[src/rtl/pe_input_sequencer.sv]
// ---------------------------------------------------------------------------
// pe_input_sequencer
//
// Purpose:
//   Transmit-side driver for one PE input bundle. It takes a tile command and
//   a ready/valid stream of row data. It turns them into the valid-qualified,
//   non-backpressured PE input stream. Each beat is stamped with the tile id,
//   dataflow and shift. The final row of a tile carries last. Propagate
//   alternates between consecutive tiles. A command arriving on the final beat
//   of a tile is accepted in that same cycle, so tiles stream with no bubble.
//
// Ports:
//   clk, rst                 clock, asynchronous active-high reset
//   cmd_valid / cmd_ready    tile command handshake
//   cmd_id, cmd_rows,        tile id, row count (0 encodes ROWS_MAX),
//   cmd_dataflow, cmd_shift  dataflow select, output shift
//   data_valid / data_ready  row beat handshake
//   data_a, data_b, data_d   row operands
//   pe_in_*                  registered PE input bundle
//   busy                     high while a tile is streaming
//   tiles_done               completed-tile counter, wraps 255 -> 0
//
// States:
//   state  | meaning
//   IDLE   | waiting for a tile command; row data not accepted
//   STREAM | tile active; every data beat is forwarded to the PE
// ---------------------------------------------------------------------------
module pe_input_sequencer #(
  parameter int A_W      = 8,
  parameter int BD_W     = 20,
  parameter int ID_W     = 3,
  parameter int SHIFT_W  = 5,
  parameter int ROWS_MAX = 16,
  parameter int CNT_W    = $clog2(ROWS_MAX)
) (
  input  logic               clk,
  input  logic               rst,

  input  logic               cmd_valid,
  output logic               cmd_ready,
  input  logic [ID_W-1:0]    cmd_id,
  input  logic [CNT_W-1:0]   cmd_rows,
  input  logic               cmd_dataflow,
  input  logic [SHIFT_W-1:0] cmd_shift,

  input  logic               data_valid,
  output logic               data_ready,
  input  logic [A_W-1:0]     data_a,
  input  logic [BD_W-1:0]    data_b,
  input  logic [BD_W-1:0]    data_d,

  output logic               pe_in_valid,
  output logic [A_W-1:0]     pe_in_a,
  output logic [BD_W-1:0]    pe_in_b,
  output logic [BD_W-1:0]    pe_in_d,
  output logic               pe_in_control_dataflow,
  output logic               pe_in_control_propagate,
  output logic [SHIFT_W-1:0] pe_in_control_shift,
  output logic [ID_W-1:0]    pe_in_id,
  output logic               pe_in_last,

  output logic               busy,
  output logic [7:0]         tiles_done
);

  typedef enum logic {
    IDLE   = 1'b0,
    STREAM = 1'b1
  } state_t;

  state_t state_q, state_d;

  // Tile context latched on command acceptance.
  logic [CNT_W-1:0]   row_cnt_q;
  logic [CNT_W-1:0]   last_idx_q;
  logic [ID_W-1:0]    id_q;
  logic               dataflow_q;
  logic [SHIFT_W-1:0] shift_q;
  logic               cur_prop_q;
  logic               prop_reg_q;
  logic [7:0]         tiles_done_q;

  logic               at_last;
  logic               cmd_fire;
  logic               data_fire;
  logic               tile_end;
  logic [CNT_W-1:0]   cmd_last_idx;

  // The row count is held as the index of the final row. A count of 0 wraps
  // to ROWS_MAX-1 here, so a full-size tile needs no extra counter bit and
  // row_cnt never wraps before the final row.
  assign cmd_last_idx = cmd_rows - CNT_W'(1);

  assign at_last   = (row_cnt_q == last_idx_q);
  assign cmd_fire  = cmd_valid & cmd_ready;
  assign data_fire = data_valid & data_ready;
  assign tile_end  = data_fire & at_last;

  // -------------------------------------------------------------------------
  // FSM: state register
  // -------------------------------------------------------------------------
  always_ff @(posedge clk or posedge rst) begin
    if (rst) begin
      state_q <= IDLE;
    end else begin
      state_q <= state_d;
    end
  end

  // -------------------------------------------------------------------------
  // FSM: next-state logic
  // -------------------------------------------------------------------------
  always_comb begin
    state_d = state_q;
    unique case (state_q)
      IDLE: begin
        if (cmd_fire) begin
          state_d = STREAM;
        end
      end
      STREAM: begin
        // A command taken on the final beat keeps the FSM streaming.
        if (tile_end && !cmd_fire) begin
          state_d = IDLE;
        end
      end
      default: state_d = IDLE;
    endcase
  end

  // -------------------------------------------------------------------------
  // FSM: outputs
  // -------------------------------------------------------------------------
  always_comb begin
    cmd_ready  = 1'b0;
    data_ready = 1'b0;
    busy       = 1'b0;
    unique case (state_q)
      IDLE: begin
        // Held low while reset is asserted so that every output reads 0.
        cmd_ready = !rst;
      end
      STREAM: begin
        data_ready = 1'b1;
        busy       = 1'b1;
        // The next tile may be accepted only on the beat that ends this one.
        cmd_ready  = data_valid & at_last;
      end
      default: begin
        cmd_ready  = 1'b0;
        data_ready = 1'b0;
        busy       = 1'b0;
      end
    endcase
  end

  // -------------------------------------------------------------------------
  // Tile context, row counter, propagate and tile counter
  // -------------------------------------------------------------------------
  always_ff @(posedge clk or posedge rst) begin
    if (rst) begin
      row_cnt_q    <= '0;
      last_idx_q   <= '0;
      id_q         <= '0;
      dataflow_q   <= 1'b0;
      shift_q      <= '0;
      cur_prop_q   <= 1'b0;
      prop_reg_q   <= 1'b0;
      tiles_done_q <= '0;
    end else begin
      if (tile_end) begin
        prop_reg_q   <= ~prop_reg_q;
        tiles_done_q <= tiles_done_q + 8'd1;
      end

      if (cmd_fire) begin
        id_q       <= cmd_id;
        dataflow_q <= cmd_dataflow;
        shift_q    <= cmd_shift;
        last_idx_q <= cmd_last_idx;
        row_cnt_q  <= '0;
        // On a back-to-back accept the toggle above has not landed yet, so
        // the new tile takes the toggled value directly.
        cur_prop_q <= tile_end ? ~prop_reg_q : prop_reg_q;
      end else if (tile_end) begin
        row_cnt_q  <= '0;
      end else if (data_fire) begin
        row_cnt_q  <= row_cnt_q + CNT_W'(1);
      end
    end
  end

  assign tiles_done = tiles_done_q;

  // -------------------------------------------------------------------------
  // Registered PE input bundle. Payload and sideband hold between beats;
  // only pe_in_valid qualifies them.
  // -------------------------------------------------------------------------
  always_ff @(posedge clk or posedge rst) begin
    if (rst) begin
      pe_in_valid             <= 1'b0;
      pe_in_a                 <= '0;
      pe_in_b                 <= '0;
      pe_in_d                 <= '0;
      pe_in_control_dataflow  <= 1'b0;
      pe_in_control_propagate <= 1'b0;
      pe_in_control_shift     <= '0;
      pe_in_id                <= '0;
      pe_in_last              <= 1'b0;
    end else begin
      pe_in_valid <= data_fire;
      if (data_fire) begin
        pe_in_a                 <= data_a;
        pe_in_b                 <= data_b;
        pe_in_d                 <= data_d;
        pe_in_control_dataflow  <= dataflow_q;
        pe_in_control_propagate <= cur_prop_q;
        pe_in_control_shift     <= shift_q;
        pe_in_id                <= id_q;
        pe_in_last              <= at_last;
      end
    end
  end

endmodule
[config.mk]
export PLATFORM = sky130hd
export DESIGN_NAME = pe_input_sequencer
export DESIGN_NICKNAME = d
export VERILOG_FILES = /design/src/rtl/pe_input_sequencer.sv
export SDC_FILE = /design/constraint.sdc
export NUM_CORES = 1
export LEC_CHECK = 0
export CAP_MARGIN = 20
export CORE_MARGIN = 5
export CORE_UTILIZATION = 33
export CTS_BUF_LIST = sky130_fd_sc_hd__clkbuf_2 sky130_fd_sc_hd__clkbuf_4 sky130_fd_sc_hd__clkbuf_8
export CTS_CLUSTER_DIAMETER = 150
export DETAILED_ROUTE_END_ITERATION = 8
export SLEW_MARGIN = 20
export SYNTH_ARGS = -nofsm -noshare
export SYNTH_HDL_FRONTEND = slang
export SYNTH_SLANG_ARGS = --single-unit
[constraint.sdc]
create_clock -name clk -period 3.58 [get_ports clk]
set_input_delay 1.074 -clock clk [delete_from_list [all_inputs] [get_ports clk]]
set_output_delay 1.074 -clock clk [all_outputs]
set_load 0.01 [all_outputs]
==> results of run 1 <==
==> routing by layer <==
layer / vias to the layer above / track usage, % / wire [um]
met5: - / 0 / 0
met4: 0 / 4.01 / 107
met3: 10 / 5.78 / 861
met2: 106 / 20.8 / 3760
met1: 1280 / 17.9 / 3940
li1: 1386 / - / -
==> worst min-delay path, delay by kind of cell, from the launching register on <==
kind / cells / cell delay (ns)
AND/OR/NAND/NOR: 2 / 0.10
flip-flops: 1 / 0.34
==> cells in the final DEF, fill, tap and decap left out, types with 3 or more instances in the layout <==
master           instances
nor4_1                   3
xnor2_1                  4
xor2_1                  12
nand2_1                180
ha_1                     3
buf_4                    5
dfrtp_1                 88
bufinv_16                3
mux2_2                   8
nor3_1                   4
nand4_1                  4
inv_1                    4
clkbuf_8                 9
clkinv_2                 4
mux2_4                   5
nand3_1                  6
clkdlybuf4s50_1        135
==> worst paths after layout <==
check	startpoint	to
min reg2reg	dataflow_q$_DFFE_PP0P_	pe_in_control_dataflow$_DFFE_PP0P_
min	dataflow_q$_DFFE_PP0P_	pe_in_control_dataflow$_DFFE_PP0P_
min in group asynchronous	rst	pe_in_b[17]$_DFFE_PP0P_
max	data_valid	cmd_ready
max reg2reg	state_q$_DFF_PP0_	last_idx_q[3]$_DFFE_PP0P_
max in group asynchronous	rst	pe_in_d[5]$_DFFE_PP0P_
==> power by group <==
part | switching [mW] | internal, mW | leakage, nW
registers | 0.248 | 1.39 | 1.09
clock network | 0.342 | 0.459 | 0.119
logic | 0.708 | 0.872 | 1.35
total | 1.30 | 2.72 | 2.56
==> sequential cells by signal, indices dropped and copies added (netlist names), 3 cells and up <==
signal,count
pe_in_b,20
pe_in_d,20
pe_in_a,8
tiles_done,8
pe_in_control_shift,5
shift_q,5
last_idx_q,4
row_cnt_q,4
id_q,3
pe_in_id,3
==> area by class of cell <==
cell class              count  share of cell area, %
clock buffers               9                   2.35
clock inverters             6                   2.06
inverters                   6                  0.474
multi-input cells         245                   23.5
flip-flops and latches     88                   41.7
well taps                 136                   3.22
repair buffers            141                   26.7
==> synth_stat cells (2+ instances only) <==
library cell / n / area (sq um)
nand2_1: 180 / 676
inv_1: 5 / 18.8
clkbuf_1: 9 / 33.8
buf_6: 2 / 22.5
buf_1: 4 / 15.0
nor4_1: 3 / 18.8
nor2_1: 2 / 7.51
xor2_1: 12 / 105
mux2_4: 5 / 75.1
nand3_1: 6 / 30.0
dfrtp_1: 88 / 2200
ha_1: 3 / 37.5
nor3_1: 4 / 20.0
xnor2_1: 4 / 35.0
mux2_2: 8 / 90.1
a211oi_1: 2 / 15.0
nand4_1: 4 / 25.0
a21boi_0: 2 / 15.0
==> metrics by stage <==
| step | instances | hold slack, ns | worst slack (ns) | power [mW] |
|---|---|---|---|---|
| after floorplan | 356 | 0.433 | 0.227 | 2.40 |
| after global placement | 616 | 0.445 | 0.222 | 3.23 |
| after detailed placement | 616 | 0.446 | 0.227 | 3.27 |
| after CTS | 631 | 0.468 | 0.227 | 4.09 |
| after global routing | 631 | 0.494 | 0.191 | 4.32 |
| final | 631 | 0.465 | 0.237 | 4.02 |
==> kinds of logic (layout without fill, tap and decap cells) <==
family,count (synthesis),in the layout,synth area share (%)
XOR/XNOR,16,16,3.95
AND/OR/NAND/NOR,202,202,22.6
flip-flops,88,88,62.1
multiplexers,14,14,4.94
adder cells (fa/ha/maj),3,3,1.06
AO/OA/AOI/OAI,10,10,2.40
buffers and inverters,23,162,3.03
==> summary.txt, run 1 <==
Timing
  • Worst-Margin Slew: between 0.7 and 0.8 ns
  • Slew Limit Fails: 0
  • Crit path time final: 3.34 ns
  • Relative slew slack: 49.8%
  • Setup TNS: 0 ns
  • Max Fclk: 299 MHz
  • Fin crit share: 93.4%
  • RSZ-0062 raised after global routing: no
  • Final setup viols: 0
  • Setup Skew: 0.0118 ns
  • Endpoints failing hold: 0

Yosys
  • Syn Std Cell Area: 0.00355 sq mm
  • Post-synth EDFFs: 0
  • Post-Syn Nets: 424
  • Synthesized instance count: 356
  • Async set or reset register ratio after synthesis: between 90% and 100%
  • Post-synthesis cell type count: 31
  • Avg Cell Area, Syn: 9.97 sq um
  • Post-synthesis sequential element count: 88
  • Register area share after synthesis: between 60% and 70%
  • Top_reg_cell synth: dfrtp_1
  • Syn. warnings: 0

Critical path
  • Crit-path max FO: 2
  • Max stage delay on crit path: about 0.55 ns
  • Setup CP Type: in2out
  • Crit path cell chain: clkdlybuf4s50_1 > nand2_2 > o22ai_1 > clkdlybuf4s50_1
  • Critical path's slowest cell: clkdlybuf4s50_1
  • Req. time, crit path: 2.51 ns
  • Crit start category: input port
  • Worst path bufs/invs: 2
  • Worst EP arrival: 2.27 ns
  • Internal reg-to-reg setup slack: 1.32 ns
  • Cell family with most CP delay: buffers and inverters
  • Most frequent CP cell: clkdlybuf4s50_1
  • Stages on the worst setup path: 4
  • Crit. End Element: primary output
  • R2R cell count: 6

Clock tree
  • CTS Buffer Depth: 2
  • CTS Hold Bufs: 0
  • TritonCTS clock tree: done
  • Post-CTS Repair Setup Buffers: 0
  • Max H-tree Level: 3
  • CTS Buf Count: 9
  • Clock transition at the registers of the reported paths: 0.08 ns
  • Post-CTS Resized: 0
  • Clock sinks: 88
  • Clk Latency, worst-skew pair: 0.35 ns
  • Root Driver: clkbuf_8

Drt
  • DRC: 0
  • Post-Route WL: 8670 um
  • Initial detailed-routing violation count: 98
  • Avg Vias per Cell: 4.41
  • Vias: 2782
  • Routed Antenna Nets: 0
  • Drt pass-1 iters: 4
  • Wire per inst: 13.7 um

Power
  • Max IR drop VDD: just over 0.3 mV
  • Pleak: 2.56 nW
  • PwrDens: about 760 mW/mm^2

Global route
  • Antenna violations before repair: 0
  • Overflow after GRT: 0
  • Vias in the first global route: approximately 2900
  • Largest net degree at the start of global routing: just over 70
  • Global-route wire length before repair: 14200 um
  • Total track usage: between 10% and 20%

Floorplan
  • # rows: 37
  • Ports: 136
  • Die Ht: 114 um
  • Die X: 114 um
  • Core area: about 0.010 sq mm
  • Die area: 0.0129 sq mm
  • Initial core utilization: between 30% and 40%

Run
  • Max-cap violations: 0

Status
  • Run status: complete, no violations

Finish
  • Proportion of layout cells with a drive suffix above 1: 7.88%
  • Reg area: 0.00220 sq mm
  • Final nets: between 500 and 600
  • Fillers: 958
  • Ant diodes: 0
  • Synth-to-Final Area Change: 48.7%
  • Layout Utilization: 50.7%
  • Post-route cell area: 0.00528 sq mm
  • Area of the multi-input gates: 0.00124 sq mm

Place
  • IO buf count: 135
  • Half-perimeter wire length after placement: 5980 um
  • Placer Congestion: between 0.7 and 0.8
  • DP Area: 0.00504 sq mm

Hold path
  • Hold Crit Class: reg2reg
  • Hold depth: 2
Note: power is estimated with default switching activity, not from simulation.
==> run 2, diff against run 1 <==
--- a/config.mk
+++ b/config.mk
@@ -6,7 +6,6 @@
 export NUM_CORES = 1
 export LEC_CHECK = 0
 export CAP_MARGIN = 20
-export CORE_MARGIN = 5
 export CORE_UTILIZATION = 33
 export CTS_BUF_LIST = sky130_fd_sc_hd__clkbuf_2 sky130_fd_sc_hd__clkbuf_4 sky130_fd_sc_hd__clkbuf_8
 export CTS_CLUSTER_DIAMETER = 150
==> constraint.sdc (replaced) <==
create_clock -name clk -period 3.81 [get_ports clk]
set_input_delay 1.143 -clock clk [delete_from_list [all_inputs] [get_ports clk]]
set_output_delay 1.143 -clock clk [all_outputs]
set_load 0.01 [all_outputs]
==> run 2 against run 1 <==
  * Global-route usage is 1.2 points higher
  * Via count is 0.58% higher
  * Clock skew is 0.00085 ns lower
  * First-iteration DRC count is 3.1% higher
  * Non-clock buffer count is 2 lower
  * Sequential power is 6% lower
  * Total power is 10% lower
  * Critical path type unchanged
  * Critical endpoint unchanged
==> summary.txt, run 2 (synthesis results as in run 1) <==
Clock tree
  • Post-CTS Resized: 0 (unchanged)
  • Clock transition at the registers of the reported paths: 0.09 ns (about the same)
  • Post-CTS Repair Setup Buffers: 0 (unchanged)
  • CTS Buffer Depth: 2 (unchanged)
  • Root Driver: clkbuf_8
  • Clock sinks: 88 (unchanged)
  • CTS Hold Bufs: 0 (unchanged)
  • TritonCTS clock tree: done
  • CTS Buf Count: 9 (unchanged)
  • Clk Latency, worst-skew pair: 0.34 ns (about the same)
  • Max H-tree Level: 3 (unchanged)

Critical path
  • Crit start category: input port
  • Crit. End Element: primary output
  • Critical Path Start: data_valid
  • Crit-path max FO: 3 (+1)
  • Req. time, crit path: 2.67 ns (+0.16 ns)
  • Setup CP Type: in2out
  • Worst EP arrival: 2.43 ns (+0.16 ns)
  • Critical R2R Launch: state_q$_DFF_PP0_
  • R2R cell count: 4 (-2)

Power
  • Pleak: 2.52 nW (-1.6%)
  • Design Power: 3.60 mW (-10%)
  • Clock power frac: 16.4% (-3.5 points)
  • PwrDens: 691 mW/mm^2 (-9.3%)
  • Cell Int Power: 2.38 mW (-13%)
  • Switch share: 33.9% (+1.7 points)
  • Sw power: 1.22 mW (-5.8%)
  • Sequential Power Share: 42.7% (+1.9 points)
  • Max IR drop VDD: 0.429 mV (+40%)
  • Gate power share: 40.9% (+1.6 points)

Drt
  • Routed Antenna Nets: 0 (unchanged)
  • Initial detailed-routing violation count: 101 (+3.1%)
  • Wire per inst: 12.4 um (-9.8%)
  • Drt pass-1 iters: 4 (unchanged)
  • Vias: 2798 (+0.58%)
  • DRC: 0 (unchanged)
  • Avg Vias per Cell: 4.44 (+0.73%)
  • Post-Route WL: 7810 um (-9.9%)

Place
  • IO buf count: 135 (unchanged)
  • Placed cell count: 614 (-0.32%)
  • Placer Congestion: 0.721 (-1.7%)
  • Half-perimeter wire length after placement: 5060 um (-15%)

Timing
  • Fin crit share: 93.7%
  • Slew Limit Fails: 0 (unchanged)
  • Max Fclk: roughly 280 MHz
  • Setup TNS: 0 ns (unchanged)
  • Final setup viols: 0 (unchanged)
  • RSZ-0062 raised after global routing: no
  • Setup Skew: 0.0109 ns (-0.000854 ns)
  • Worst hold slack: 0.472 ns (+0.00690 ns)
  • Relative slew slack: 51.3% (+1.5 points)
  • Crit path time final: 3.57 ns
  • Worst-Margin Slew: 0.731 ns (-0.0223 ns)
  • Endpoints failing hold: 0 (unchanged)

Floorplan
  • # rows: 37 (unchanged)
  • Initial core utilization: 34.2% (+0.15 points)
  • Ports: 136 (unchanged)
  • Die area: 0.0112 sq mm (-14%)
  • Die Ht: 106 um (-7.0%)
  • Core area: 0.0104 sq mm (-0.44%)
  • Die X: 106 um (-7.0%)

Finish
  • Ant diodes: 0 (unchanged)
  • Commonest non-fill, non-tap cell in the layout: nand2_1
  • Most frequent cells in the layout: nand2_1, clkdlybuf4s50_1, dfrtp_1, xor2_1, clkbuf_8
  • Synth-to-Final Area Change: 46.8%
  • Fillers: 968 (+1.0%)
  • Biggest regs: pe_in_b x20, pe_in_d x20
  • Layout Utilization: 50.2% (-0.43 points)
  • Non-filler cells, final: 630 (-0.16%)
  • Proportion of layout cells with a drive suffix above 1: 7.69% (-0.19 points)
  • Final nets: 557 (-0.36%)

Global route
  • Total track usage: 14.9% (+1.2 points)
  • Vias in the first global route: 2872 (+0.21%)
  • Antenna violations before repair: 0 (unchanged)
  • Global-route wire length before repair: 13300 um (-6.4%)
  • Largest net degree at the start of global routing: 89 (+24%)
  • Overflow after GRT: 0 (unchanged)

Hold path
  • Hold depth: 1 (-1)
  • Hold Path Origin: tiles_done[7]$_DFFE_PP0P_
  • Hold Crit Class: reg2reg

Run
  • Max-cap violations: 0 (unchanged)

Status
  • Run status: complete, no violations
run 2: changes by cell type in the layout (fill, tap and decap cells not counted), sizes merged:
cell      change
bufinv        -3
buf           -2
clkinvlp      +2
clkbuf        +1
inv           +1
run 2: power groups by stage:
stage               Combinational [mW]  Sequential (mW)  Clock (mW)
finish                            1.47             1.54       0.590
global route                      1.63             1.60       0.656
CTS                               1.50             1.54       0.618
detailed placement                1.50             1.55           0
global placement                  1.48             1.55           0
floorplan                        0.594             1.66           0
run 2: metal layers:
| layer | vias to the layer above | GRT usage, % | share of wire [%] |
|---|---|---|---|
| met5 | - | 0 | 0 |
| li1 | 1381 | - | - |
| met2 | 93 | 23.3 | 44 |
| met4 | 0 | 6.55 | 2.1 |
| met3 | 12 | 3.71 | 6.9 |
| met1 | 1312 | 19.6 | 47 |
run 2: through the flow:
step                      setup WS, ns  instance area [sq um]
final                            0.241                   5210
after global routing             0.161                   5210
after CTS                        0.225                   5210
after detailed placement         0.239                   5030
after global placement           0.290                   5030
after floorplan                  0.388                   3550
run 2: area by class of cell:
| cell class | count | area [sq um] | share of cell area [%] |
|---|---|---|---|
| sequential | 88 | 2200 | 42.3 |
| timing repair buffer | 139 | 1390 | 26.8 |
| multi-input combinational | 245 | 1240 | 23.8 |
| tap | 136 | 170 | 3.27 |
| clock buffer | 10 | 138 | 2.64 |
| clock inverter | 6 | 42.5 | 0.817 |
| inverter | 6 | 25.0 | 0.480 |
run 2: final timing paths:
kind,end,slack (ns)
worst max-delay path,cmd_ready,0.24
worst min-delay path,tiles_done[7]$_DFFE_PP0P_,0.47
worst max register to register,tiles_done[1]$_DFFE_PP0P_,1.88
worst min register to register,tiles_done[7]$_DFFE_PP0P_,0.47
max in group asynchronous,tiles_done[3]$_DFFE_PP0P_,2.17
min in group asynchronous,shift_q[1]$_DFFE_PP0P_,1.26
run 2: worst max-delay path, cell delays in order:
cell	delay [ns]
clkdlybuf4s50_1	0.47
nand2_2	0.07
o22ai_1	0.17
clkdlybuf4s50_1	0.58
==> run 3, diff against run 2 <==
--- a/config.mk
+++ b/config.mk
@@ -10,6 +10,7 @@
 export CTS_BUF_LIST = sky130_fd_sc_hd__clkbuf_2 sky130_fd_sc_hd__clkbuf_4 sky130_fd_sc_hd__clkbuf_8
 export CTS_CLUSTER_DIAMETER = 150
 export DETAILED_ROUTE_END_ITERATION = 8
+export GPL_ROUTABILITY_DRIVEN = 0
 export SLEW_MARGIN = 20
 export SYNTH_ARGS = -nofsm -noshare
 export SYNTH_HDL_FRONTEND = slang
==> results of run 3 <==
Final layout, timing and power as in run 2 (identical DEF).
